===== config.mk =====
export PLATFORM = sky130hd
export DESIGN_NAME = fetch_stage
export DESIGN_NICKNAME = d
export VERILOG_FILES = /design/src/rtl/fetch_stage.sv
export SDC_FILE = /design/constraint.sdc
export NUM_CORES = 1
export LEC_CHECK = 0
export ABC_AREA = 1
export CELL_PAD_IN_SITES_DETAIL_PLACEMENT = 1
export CELL_PAD_IN_SITES_GLOBAL_PLACEMENT = 1
export CORE_UTILIZATION = 24
export CTS_BUF_LIST = sky130_fd_sc_hd__clkbuf_2
export DETAILED_ROUTE_END_ITERATION = 10
export GPL_ROUTABILITY_DRIVEN = 0
export PLACE_DENSITY_LB_ADDON = 0.1
export SLEW_MARGIN = 5
export SYNTH_ARGS = -nofsm -noshare
export SYNTH_HDL_FRONTEND = slang
export SYNTH_SLANG_ARGS = --single-unit

===== constraint.sdc =====
create_clock -name clk -period 3.7 [get_ports clk]
set_clock_uncertainty 0.05 [all_clocks]
set_input_delay 0.555 -clock clk [delete_from_list [all_inputs] [get_ports clk]]
set_output_delay 0.555 -clock clk [all_outputs]
set_load 0.05 [all_outputs]

===== src/rtl/fetch_stage.sv =====
// Fetch stage and IF/ID pipeline register of the 5-stage MIPS core.
// Decode resolves branches and jumps early, using the equality comparator.
// The redirected PC shows up on pc_f one cycle later.
// The wrong-path instruction already fetched is squashed into a nop.
// Saturating redirect and stall counters are kept for performance debug.
module fetch_stage #(
    parameter logic [31:0] RESET_PC = 32'h0000_0000,
    parameter int          CNT_W    = 16
) (
    input  logic             clk,
    input  logic             reset,
    input  logic             stall_f,
    input  logic             stall_d,
    input  logic             branch_d,
    input  logic             equal_d,
    input  logic             jump_d,
    input  logic [31:0]      signimm_d,
    input  logic [31:0]      instr_f,
    output logic [31:0]      pc_f,
    output logic [31:0]      instr_d,
    output logic [31:0]      pcplus4_d,
    output logic             pcsrc_d,
    output logic [CNT_W-1:0] redirect_cnt,
    output logic [CNT_W-1:0] stall_cnt
);

    logic [31:0] pc_reg;
    logic [31:0] pc_next;
    logic [31:0] instr_d_reg;
    logic [31:0] pcplus4_d_reg;
    logic [31:0] pcplus4_f;
    logic [31:0] branch_target;
    logic [31:0] jump_target;
    logic        redirect;
    logic [1:0]  cnt_inc;

    // Next-PC selection: a jump beats a taken branch, and either beats sequential fetch
    always_comb begin
        pcplus4_f     = pc_reg + 32'd4;
        branch_target = pcplus4_d_reg + (signimm_d << 2);
        jump_target   = {pcplus4_d_reg[31:28], instr_d_reg[25:0], 2'b00};
        pcsrc_d       = branch_d & equal_d;
        redirect      = pcsrc_d | jump_d;
        if (jump_d) begin
            pc_next = jump_target;
        end else if (pcsrc_d) begin
            pc_next = branch_target;
        end else begin
            pc_next = pcplus4_f;
        end
    end

    // PC register
    // While stalled it holds its value. The redirecting instruction stays in decode,
    // so its redirect is applied on the first cycle without a stall.
    always_ff @(posedge clk or posedge reset) begin
        if (reset) begin
            pc_reg <= RESET_PC;
        end else if (!stall_f) begin
            pc_reg <= pc_next;
        end
    end

    // IF/ID register
    // A redirect squashes the fetched instruction into a nop.
    // The squash only happens when the register is enabled, so a stalled register is never cleared.
    always_ff @(posedge clk or posedge reset) begin
        if (reset) begin
            instr_d_reg   <= 32'd0;
            pcplus4_d_reg <= 32'd0;
        end else if (!stall_d) begin
            if (redirect) begin
                instr_d_reg   <= 32'd0;
                pcplus4_d_reg <= 32'd0;
            end else begin
                instr_d_reg   <= instr_f;
                pcplus4_d_reg <= pcplus4_f;
            end
        end
    end

    // Counter 0: redirects actually applied (PC not stalled). Counter 1: stall_f cycles.
    assign cnt_inc[0] = redirect & ~stall_f;
    assign cnt_inc[1] = stall_f;

    generate
        for (genvar gi = 0; gi < 2; gi++) begin : cnt_g
            logic [CNT_W-1:0] cnt_reg;

            // Saturating event counter: sticks at all-ones instead of wrapping
            always_ff @(posedge clk or posedge reset) begin
                if (reset) begin
                    cnt_reg <= '0;
                end else if (cnt_inc[gi] && (cnt_reg != {CNT_W{1'b1}})) begin
                    cnt_reg <= cnt_reg + CNT_W'(1);
                end
            end

            if (gi == 0) begin : redirect_out_g
                assign redirect_cnt = cnt_reg;
            end else begin : stall_out_g
                assign stall_cnt = cnt_reg;
            end
        end
    endgenerate

    assign pc_f      = pc_reg;
    assign instr_d   = instr_d_reg;
    assign pcplus4_d = pcplus4_d_reg;

endmodule

Word level (Yosys, flattened, before mapping). Index checks and enable logic that the tools add are counted.

Add/subtract/negate cells: 4. Multiplexer cells: 4. Reductions and logical operators: 2. Bitwise operators: 4. Equality and inequality tests: 2.

Operators with widths (count): 2-to-1 mux 32 bit (4); adder 16 x 1 -> 16 bit, second input constant (2); adder 32 x 3 -> 32 bit, second input constant (1); adder 32 bit (1); inequality test 16 bit, second input constant (2); AND 1 bit (2); logical AND 1 bit (2); inverter 1 bit (1); OR 1 bit (1).

Input port bits: 71. Register bits: 128.

Logic depth before layout (Yosys ltp). Gate-level depths: netlist of run 1.

Depth after elaboration: 4. Mapped depth: 14. Depth with buffers taken out: 14.

Worst setup path after synthesis of run 1. Ideal clock, no wire load.

Path kind: register to register. From: register pcplus4_d_reg[2] (netlist: pcplus4_d[2]). To: register pc_reg[30] (netlist: pc_f[30]). Clock period less this slack: 2.289 ns. Stages on the path, launching flop included: 15. Library setup time: 0.118 ns. Data required time: 3.532 ns. Arrival time: 2.121 ns. Slack: 1.411 ns. Cells stage by stage: dfrtp_1 -> ha_1 -> fa_1 -> nand3_1 -> nand3_1 -> nand2_1 -> nand3_1 -> nand2_1 -> nand2_1 -> nand2_1 -> nand2_1 -> nand2_1 -> nand3_1 -> nand2_1 -> nand2_1.

Longest elaborated chain between the ends: 3.

RTL lines: start: declaration (RTL line 30) `logic [31:0] pcplus4_d_reg;`; start signal: assignment (RTL line 77) `pcplus4_d_reg <= pcplus4_f;`; adder 32 bit (RTL line 40) `branch_target = pcplus4_d_reg + (signimm_d << 2);`; 2-to-1 mux 32 bit (RTL line 46) `end else if (pcsrc_d) begin`; 2-to-1 mux 32 bit (RTL line 44) `if (jump_d) begin`; end signal: assignment (RTL line 60) `pc_reg <= pc_next;`; end: declaration (RTL line 27) `logic [31:0] pc_reg;`.

No other way between the ends. A chain may end at the register's enable or synchronous reset.

Worst setup path in the final report of run 1.
From: register pc_reg[2] (netlist: pc_f[2]). To: output port pc_f[2].

RTL lines: end: declaration (RTL line 19) `output logic [31:0] pc_f,`.

No word-level cell between the ends.

==> impl_metrics.json, run 1 <==
{
  "vias_per_cell": 4.56,
  "worst_slew_pin_slew_ps": 864,
  "grt_max_degree": 65,
  "min_period_over_period_pct": 76.2,
  "cpLargestDelayFamily": "buffers and inverters",
  "min_period_ps": 2820,
  "preCtsSetupSlack_ps": 642,
  "die_area_um2": 36500,
  "synth_fp_nets": 1309,
  "dp.cells": 1836,
  "final_cells": 1870,
  "crit_slowest_cell": "clkdlybuf4s50_1",
  "clk_path_buf_depth": 2,
  "crit_path_end_kind": "primary output",
  "p_leak_nw": 5.47,
  "synthCells": 1205,
  "synthFlopType": "dfrtp_1",
  "syn_area_um2": 8570,
  "synth_warnings": 0,
  "slowest_delay_ps": 870,
  "first_iter_violations": 248,
  "slew_violations": 0,
  "numCtsBuffers": 17,
  "power_w": 0.00521,
  "critPathLaunchType": "register",
  "setup_viol": 0,
  "dp_hpwl_mm": 27.6,
  "groute.usage.overall_pct": 19.5,
  "yosysMostFrequentCell": "nand2_1",
  "maxCapViolations": 0,
  "cp-startpoint": "pc_f[2]",
  "outcome": "completed",
  "post_cts.repair.setup_buffers": 0,
  "grt_pass1_vias": 9080,
  "cts_tree": "done",
  "ios": 200,
  "worstPathMaxFanout": 7,
  "drive_gt1_share_pct": 6.79,
  "crit_buf_inv": 1,
  "dr_total_vias": 8528,
  "cp_cell_sequence": "clkdlybuf4s50_1",
  "cp_data_required_time_ps": 3090,
  "cts.clk_slew.worst_paths_ps": 210,
  "final.setup.tns_ps": 0,
  "peakVddDrop_mv": 0.395,
  "r2r-start": "pcplus4_d[20]",
  "hp-start": "stall_d",
  "initial_core_util_pct": 24.6,
  "synth_edf_count": 0,
  "critPathKind": "register to primary output",
  "relSlewSlack_pct": 42.4,
  "rsz0062_at_grt": "no",
  "rows": 68,
  "antenna_found_initial": 1,
  "ant_nets": 0,
  "hold_viol_final": 0,
  "synth_area_leaders": "dfrtp_1, nand2_1, inv_1, a21oi_1, ha_1",
  "yosysSeqAreaShare_pct": 37.4,
  "drc": 0,
  "crit-reg2reg-capture": "pc_f[24]",
  "arrival_ps": 2220,
  "setup_ws_ps": 879,
  "fmax_mhz": 355,
  "power_density_nw_per_um2": 458,
  "worstSkewPairLatency_ps": 760,
  "routed_wl_mm": 34.2,
  "core_area_um2": 34900,
  "die_w_um": 191,
  "areaGrowthSynthToFinish_pct": 32.8,
  "ys_seq_elements": 128,
  "port_buffers": 197,
  "crit_path_end": "pc_f[2]",
  "nets": 1505,
  "rrSetupSlack_ps": 1230,
  "root_buffer": "clkbuf_2",
  "rr_worst_depth": 11,
  "dieHeight_um": 191,
  "ys_async_sr_fraction_pct": 100,
  "wl_per_cell_um": 18.3,
  "synth_area_leader_cell": "dfrtp_1",
  "avgSynthCellArea_um2": 7.12,
  "dr.pass1.iters": 4,
  "ys_types": 38,
  "htreeDepth": 4,
  "crit_cells": 1,
  "ys_top_cells_by_count": "nand2_1, inv_1, dfrtp_1",
  "yosysTopAreaCellShare_pct": 37.4,
  "min_path_type": "input port to register",
  "grt-ovfl-total": 0,
  "cts.sinks": 128,
  "grt_pass1_wl_mm": 53.6
}
## logic make-up after synthesis
logic type | Yosys count | share of synthesized area [%]
compound gates | 182 | 12.7
xor+xnor | 53 | 5.41
fa+ha+maj | 33 | 4.90
buf+inv | 198 | 8.77
flops | 128 | 37.4
simple gates | 611 | 30.9
## per-stage QoR
step                      utilization [%]  hold slack, ps  cell area [um2]
final                                32.7             163            11400
after global routing                 32.7            86.2            11400
after CTS                            32.6            70.4            11400
after detailed placement             31.7             449            11100
after global placement               31.7             434            11100
after floorplan                         -             615             8580
## worst min-delay path by stage
stage | slack, ps | endpoint | depth (start not counted)
global placement | 430 | redirect_cnt[7] | 1
CTS | 70 | pcplus4_d[31] | 4
detailed placement | 450 | instr_d[30] | 1
finish | 160 | pcplus4_d[31] | 4
floorplan | 610 | instr_d[1] | 2
global route | 90 | instr_d[20] | 3
## repair_timing
action | in CTS | in global routing
gates resized for setup | 0 | 0
hold endpoints to repair | 3 | 0
hold buffers | 1 | 0
## cell type report
| class | count | area [um2] |
|---|---|---|
| inverter | 168 | 634 |
| antenna | 1 | 2.50 |
| tap | 455 | 569 |
| timing repair buffer | 207 | 2040 |
| clock inverter | 15 | 233 |
| multi-input combinational | 879 | 4620 |
| clock buffer | 17 | 85.1 |
| sequential | 128 | 3200 |
| fill | 4307 | 23500 |
## power breakdown
part,switching [W],internal [W]
logic,0.00150,0.000727
registers,0.000268,0.00158
clock network,0.000611,0.000520
## layout by cell type, fill, tap and decap left out, types with 7 or more instances in the layout
master	instances
xnor2_1	14
nor2_4	7
xor2_1	39
nor2_1	97
clkbuf_2	17
nand4_1	17
inv_2	10
dfrtp_1	128
ha_1	32
clkdlybuf4s50_1	193
nand2_2	11
a21oi_1	82
a22o_1	29
nor3_1	16
nand2_1	361
nor2_2	7
o21ai_0	28
buf_4	9
inv_1	157
nand3_1	78
o21ai_1	19
## per-layer routing
metal	track usage, %	wire length, um
met1	26.4	16400
met5	0	0
met2	31.4	15600
met3	4.72	1760
met4	3.97	361
## worst register-to-register path, cell delays in order, from the launching register on
cell and delay, ps:
dfrtp_1 500, ha_1 450, nand2_1 140, nor2_1 240, inv_1 70, nor3_1 280, nand3b_1 210, nand3_1 120
nand2_1 50, nand3_1 110, nand2_1 90, a21oi_1 120
Power figures use the tool's default switching activity.
==> inputs of run 2 (changes only) <==
clock period = 2.5 ns   (was 3.7 ns; I/O delays follow)
==> impl_metrics.json, run 2 (synthesized netlist as in run 1, its figures left out) <==
{
  "power_frac_seq_pct": 36.9,
  "power.internal_w": 0.00387,
  "first_iter_violations": 268,
  "arrival_ps": 1930,
  "die_area_um2": 36500,
  "cts.sinks": 128,
  "ant_nets": 0,
  "drc": 0,
  "peakVddDrop_mv": 0.512,
  "critPathLaunchType": "register",
  "crit-reg2reg-capture": "pc_f[30]",
  "fmax_mhz": 425,
  "dp_hpwl_mm": 29.0,
  "crit_path_end_kind": "primary output",
  "placed_cell_area_um2": 11700,
  "cts_tree": "done",
  "worstPathMaxFanout": 3,
  "root_buffer": "clkbuf_2",
  "dr.pass1.iters": 4,
  "grtUsageMet3_pct": 4.15,
  "worst_slew_pin_slew_ps": 625,
  "layout_commonest_cell": "nand2_1",
  "critPathKind": "register to primary output",
  "cpLargestDelayFamily": "buffers and inverters",
  "holdPathStages": 3,
  "min_to": "instr_d[1]",
  "worstSkewPairLatency_ps": 720,
  "dieHeight_um": 191,
  "grt_max_degree": 105,
  "post_cts.repair.setup_buffers": 0,
  "final_cells": 1957,
  "hold_ws_ps": 129,
  "vias_per_cell": 4.50,
  "dp.cells": 1921,
  "clk_path_buf_depth": 2,
  "grt-ovfl-total": 0,
  "outcome": "completed",
  "rsz0062_at_grt": "no",
  "routed_wl_mm": 35.2,
  "htreeDepth": 4,
  "use_met2_pct": 32.0,
  "grtUsageMet1_pct": 27.1,
  "switching_share_pct": 47.3,
  "min_period_over_period_pct": 94.1,
  "maxCapViolations": 0,
  "power_density_nw_per_um2": 620,
  "grt_pass1_wl_mm": 54.3,
  "crit_buf_inv": 1,
  "setup_ws_ps": 147,
  "nets": 1592,
  "power_switching_w": 0.00348,
  "power_frac_clock_pct": 17.3,
  "slew_violations": 0,
  "p_leak_nw": 6.40,
  "areaGrowthSynthToFinish_pct": 38.3,
  "combinationalPowerShare_pct": 45.8,
  "layout_common_cells": "nand2_1, inv_1, dfrtp_1",
  "cp_data_required_time_ps": 2080,
  "core_area_um2": 34900,
  "min_period_ps": 2350,
  "ios": 200,
  "numCtsBuffers": 17,
  "crit_slowest_cell": "clkdlybuf4s50_1",
  "grt_pass1_vias": 9206,
  "wl_per_cell_um": 18.0,
  "antenna_found_initial": 1,
  "dr_total_vias": 8814,
  "initial_core_util_pct": 24.6,
  "final_area_um2": 11900,
  "relSlewSlack_pct": 58.3,
  "hp-start": "instr_f[1]",
  "rows": 68,
  "hold_viol_final": 0,
  "setup_viol": 0,
  "slowest_delay_ps": 810,
  "cts.clk_slew.worst_paths_ps": 180,
  "port_buffers": 197,
  "groute.usage.overall_pct": 19.8,
  "cp_cell_sequence": "clkdlybuf4s50_1",
  "preCtsSetupSlack_ps": -279,
  "die_w_um": 191,
  "min_path_type": "input port to register",
  "grt_busiest_layer": "met2",
  "final.setup.tns_ps": 0,
  "rr_worst_depth": 14,
  "rrSetupSlack_ps": 210,
  "r2r-start": "pcplus4_d[2]",
  "drive_gt1_share_pct": 12.1
}
run 2: power by group through the flow:
stage          Sequential (W)  Combinational (W)  Clock [W]
6_report              0.00271            0.00336    0.00127
5_1_grt               0.00277            0.00366    0.00144
4_1_cts               0.00272            0.00341    0.00136
3_5_place_dp          0.00277            0.00357          0
3_3_place_gp          0.00276            0.00355          0
2_1_floorplan         0.00363            0.00120          0
run 2: per-stage QoR:
| step | total power [W] | utilization [%] |
|---|---|---|
| 6_report | 0.00735 | 34.0 |
| 5_1_grt | 0.00786 | 34.0 |
| 4_1_cts | 0.00749 | 33.9 |
| 3_5_place_dp | 0.00633 | 33.6 |
| 3_3_place_gp | 0.00631 | 33.6 |
| 2_1_floorplan | 0.00483 | - |
run 2: repair_timing:
action | CTS | global route
setup endpoints to repair | 112 | 19
resized for setup | 112 | 13
endpoints found under the hold margin | 29 | 0
hold buffers | 3 | 0
run 2: routing by layer:
layer / up-vias / wire, um
met5: - / 0
met4: 0 / 340
met3: 19 / 1660
met2: 155 / 15900
met1: 4185 / 17300
li1: 4455 / -
run 2: worst max-delay path by stage:
stage | cells after the start | startpoint | end
final | 1 | instr_d[1] | instr_d[1]
after global placement | 12 | signimm_d[0] | pc_f[22]
after global routing | 1 | instr_d[26] | instr_d[26]
after floorplan | 14 | pcplus4_d[2] | pc_f[30]
after detailed placement | 15 | signimm_d[0] | pc_f[30]
after CTS | 1 | redirect_cnt[6] | redirect_cnt[6]
run 2: layout make-up:
class	count	area (um2)
Tap cell	455	569
Antenna cell	1	2.50
Timing Repair Buffer	294	2610
Sequential cell	128	3200
Clock buffer	20	100
Fill cell	4385	23000
Clock inverter	12	118
Inverter	168	634
Multi-Input combinational cell	879	4620
==> inputs of run 3 (changes only) <==
--- a/config.mk
+++ b/config.mk
@@ -9,5 +9,6 @@
 export CELL_PAD_IN_SITES_DETAIL_PLACEMENT = 1
 export CELL_PAD_IN_SITES_GLOBAL_PLACEMENT = 1
-export CORE_UTILIZATION = 24
+export CORE_ASPECT_RATIO = 1.75
+export CORE_UTILIZATION = 33
 export CTS_BUF_LIST = sky130_fd_sc_hd__clkbuf_2
 export DETAILED_ROUTE_END_ITERATION = 10
--- a/constraint.sdc
+++ b/constraint.sdc
@@ -3,3 +3,3 @@
 set_input_delay 0.375 -clock clk [delete_from_list [all_inputs] [get_ports clk]]
 set_output_delay 0.375 -clock clk [all_outputs]
-set_load 0.05 [all_outputs]
+set_load 0.02 [all_outputs]
==> impl_metrics.json, run 3 (synthesized netlist as in run 1, its figures left out) <==
{
  "power_w": 0.00697,
  "regArea_um2": 3210,
  "layout_common_cells": "nand2_1, clkdlybuf4s50_1, inv_1",
  "worstPathMaxFanout": 6,
  "layout_commonest_cell": "nand2_1",
  "critPathKind": "register to primary output",
  "maxCapViolations": 0,
  "arrival_ps": 1930,
  "die_area_um2": 26700,
  "min_path_type": "input port to register",
  "port_buffers": 197,
  "htreeDepth": 4,
  "crit_buf_inv": 1,
  "dp_hpwl_mm": 27.7,
  "antenna_found_initial": 2,
  "vias_per_cell": 5.01,
  "setup_viol": 0,
  "hold_viol_final": 0,
  "drc": 0,
  "groute.usage.overall_pct": 26.6,
  "cts.sinks": 128,
  "placed_cell_area_um2": 11500,
  "crit_slowest_cell": "clkdlybuf4s50_1",
  "grt_max_degree": 50,
  "fill_cells": 3288,
  "cpLargestDelayFamily": "buffers and inverters",
  "dr.pass1.iters": 4,
  "areaGrowthSynthToFinish_pct": 37.9,
  "grt_pass1_vias": 9892,
  "cp_data_required_time_ps": 2080,
  "wl_per_cell_um": 18.5,
  "cts.clk_slew.worst_paths_ps": 200,
  "clk_path_buf_depth": 2,
  "core_area_um2": 25400,
  "peakVddDrop_mv": 0.491,
  "dr_total_vias": 9075,
  "slew_violations": 0,
  "nets": 1586,
  "relSlewSlack_pct": 61.0,
  "rows": 77,
  "numCtsBuffers": 17,
  "die_w_um": 124,
  "worstSkewPairLatency_ps": 760,
  "slowest_delay_ps": 670,
  "final_area_um2": 11800,
  "root_buffer": "clkbuf_2",
  "min_period_over_period_pct": 94.2,
  "cp_cell_sequence": "clkdlybuf4s50_1",
  "setup_ws_ps": 145,
  "first_iter_violations": 261,
  "drive_gt1_share_pct": 11.7,
  "final_util_pct": 46.5,
  "critPathLaunchType": "register",
  "worst_slew_pin_slew_ps": 585,
  "crit_path_end_kind": "primary output",
  "dieHeight_um": 215,
  "routed_wl_mm": 33.6,
  "ant_nets": 0,
  "grt-ovfl-total": 0,
  "ios": 200,
  "power_density_nw_per_um2": 589,
  "p_leak_nw": 5.90,
  "fmax_mhz": 425,
  "grt_pass1_wl_mm": 52.7,
  "preCtsSetupSlack_ps": -233,
  "min_period_ps": 2360,
  "cts_tree": "done",
  "initial_core_util_pct": 33.7,
  "multi_input_area_um2": 4630,
  "outcome": "completed"
}
-- run 3: cell count changes in the layout (fill, tap and decap cells not counted), sizes merged --
cell and change:
clkdlybuf4s50 +122, dlygate4sd2 -112, clkbuf -2, buf -9, diode +1, inv +1, clkinvlp +1, dlymetal6s2s -9
dlygate4sd3 +2
-- run 3: final timing paths --
kind	start	end	slack, ps	depth (start not counted)
setup / recovery	pc_f[28]	pc_f[28]	140	1
hold / removal	instr_f[1]	instr_d[1]	110	3
setup reg to reg	pcplus4_d[2]	pc_f[22]	190	11
hold reg to reg	redirect_cnt[15]	redirect_cnt[15]	460	1
max in group asynchronous	reset	pc_f[30]	1270	4
min in group asynchronous	reset	stall_cnt[6]	480	3
-- run 3: power breakdown --
part	internal, W	switching [W]	total [W]
combinational	0.00128	0.00164	0.00292
sequential	0.00235	0.000385	0.00273
clock	0.000460	0.000859	0.00132
total	0.00409	0.00289	0.00697
-- run 3: timing repair --
| item | CTS | global route |
|---|---|---|
| hold buffers | 5 | 0 |
| setup endpoints to repair | 2 | 6 |
| resized for setup | 2 | 5 |
| buffers inserted | 0 | 2 |
| pin swaps | 0 | 0 |
| cloned | 0 | 0 |
| hold endpoints to repair | 23 | 0 |
-- run 3: cell type report --
cell class / instances / area share, %
Antenna cell: 2 / 0.0423
Sequential cell: 128 / 27.1
Timing Repair Buffer: 288 / 23.0
Inverter: 168 / 5.36
Multi-Input combinational cell: 879 / 39.2
Tap cell: 316 / 3.34
Clock buffer: 18 / 0.762
Clock inverter: 14 / 1.20
-- run 3: metal layers --
layer  global-route usage [%]  part of all wire (%)  vias up
met4                     16.1                   6.0        0
met1                     26.9                    36     4327
met2                     49.0                    53      228
met3                     4.59                   4.1       79
met5                        0                     0        -
li1                         -                     -     4441
-- run 3: metrics by stage --
| step | instances | hold slack [ps] | setup TNS, ps |
|---|---|---|---|
| floorplan | 1205 | 435 | 0 |
| global placement | 1772 | 432 | -1450 |
| detailed placement | 1772 | 440 | -2310 |
| CTS | 1809 | 15.3 | 0 |
| global route | 1813 | 48.7 | -18.7 |
| finish | 1813 | 109 | 0 |
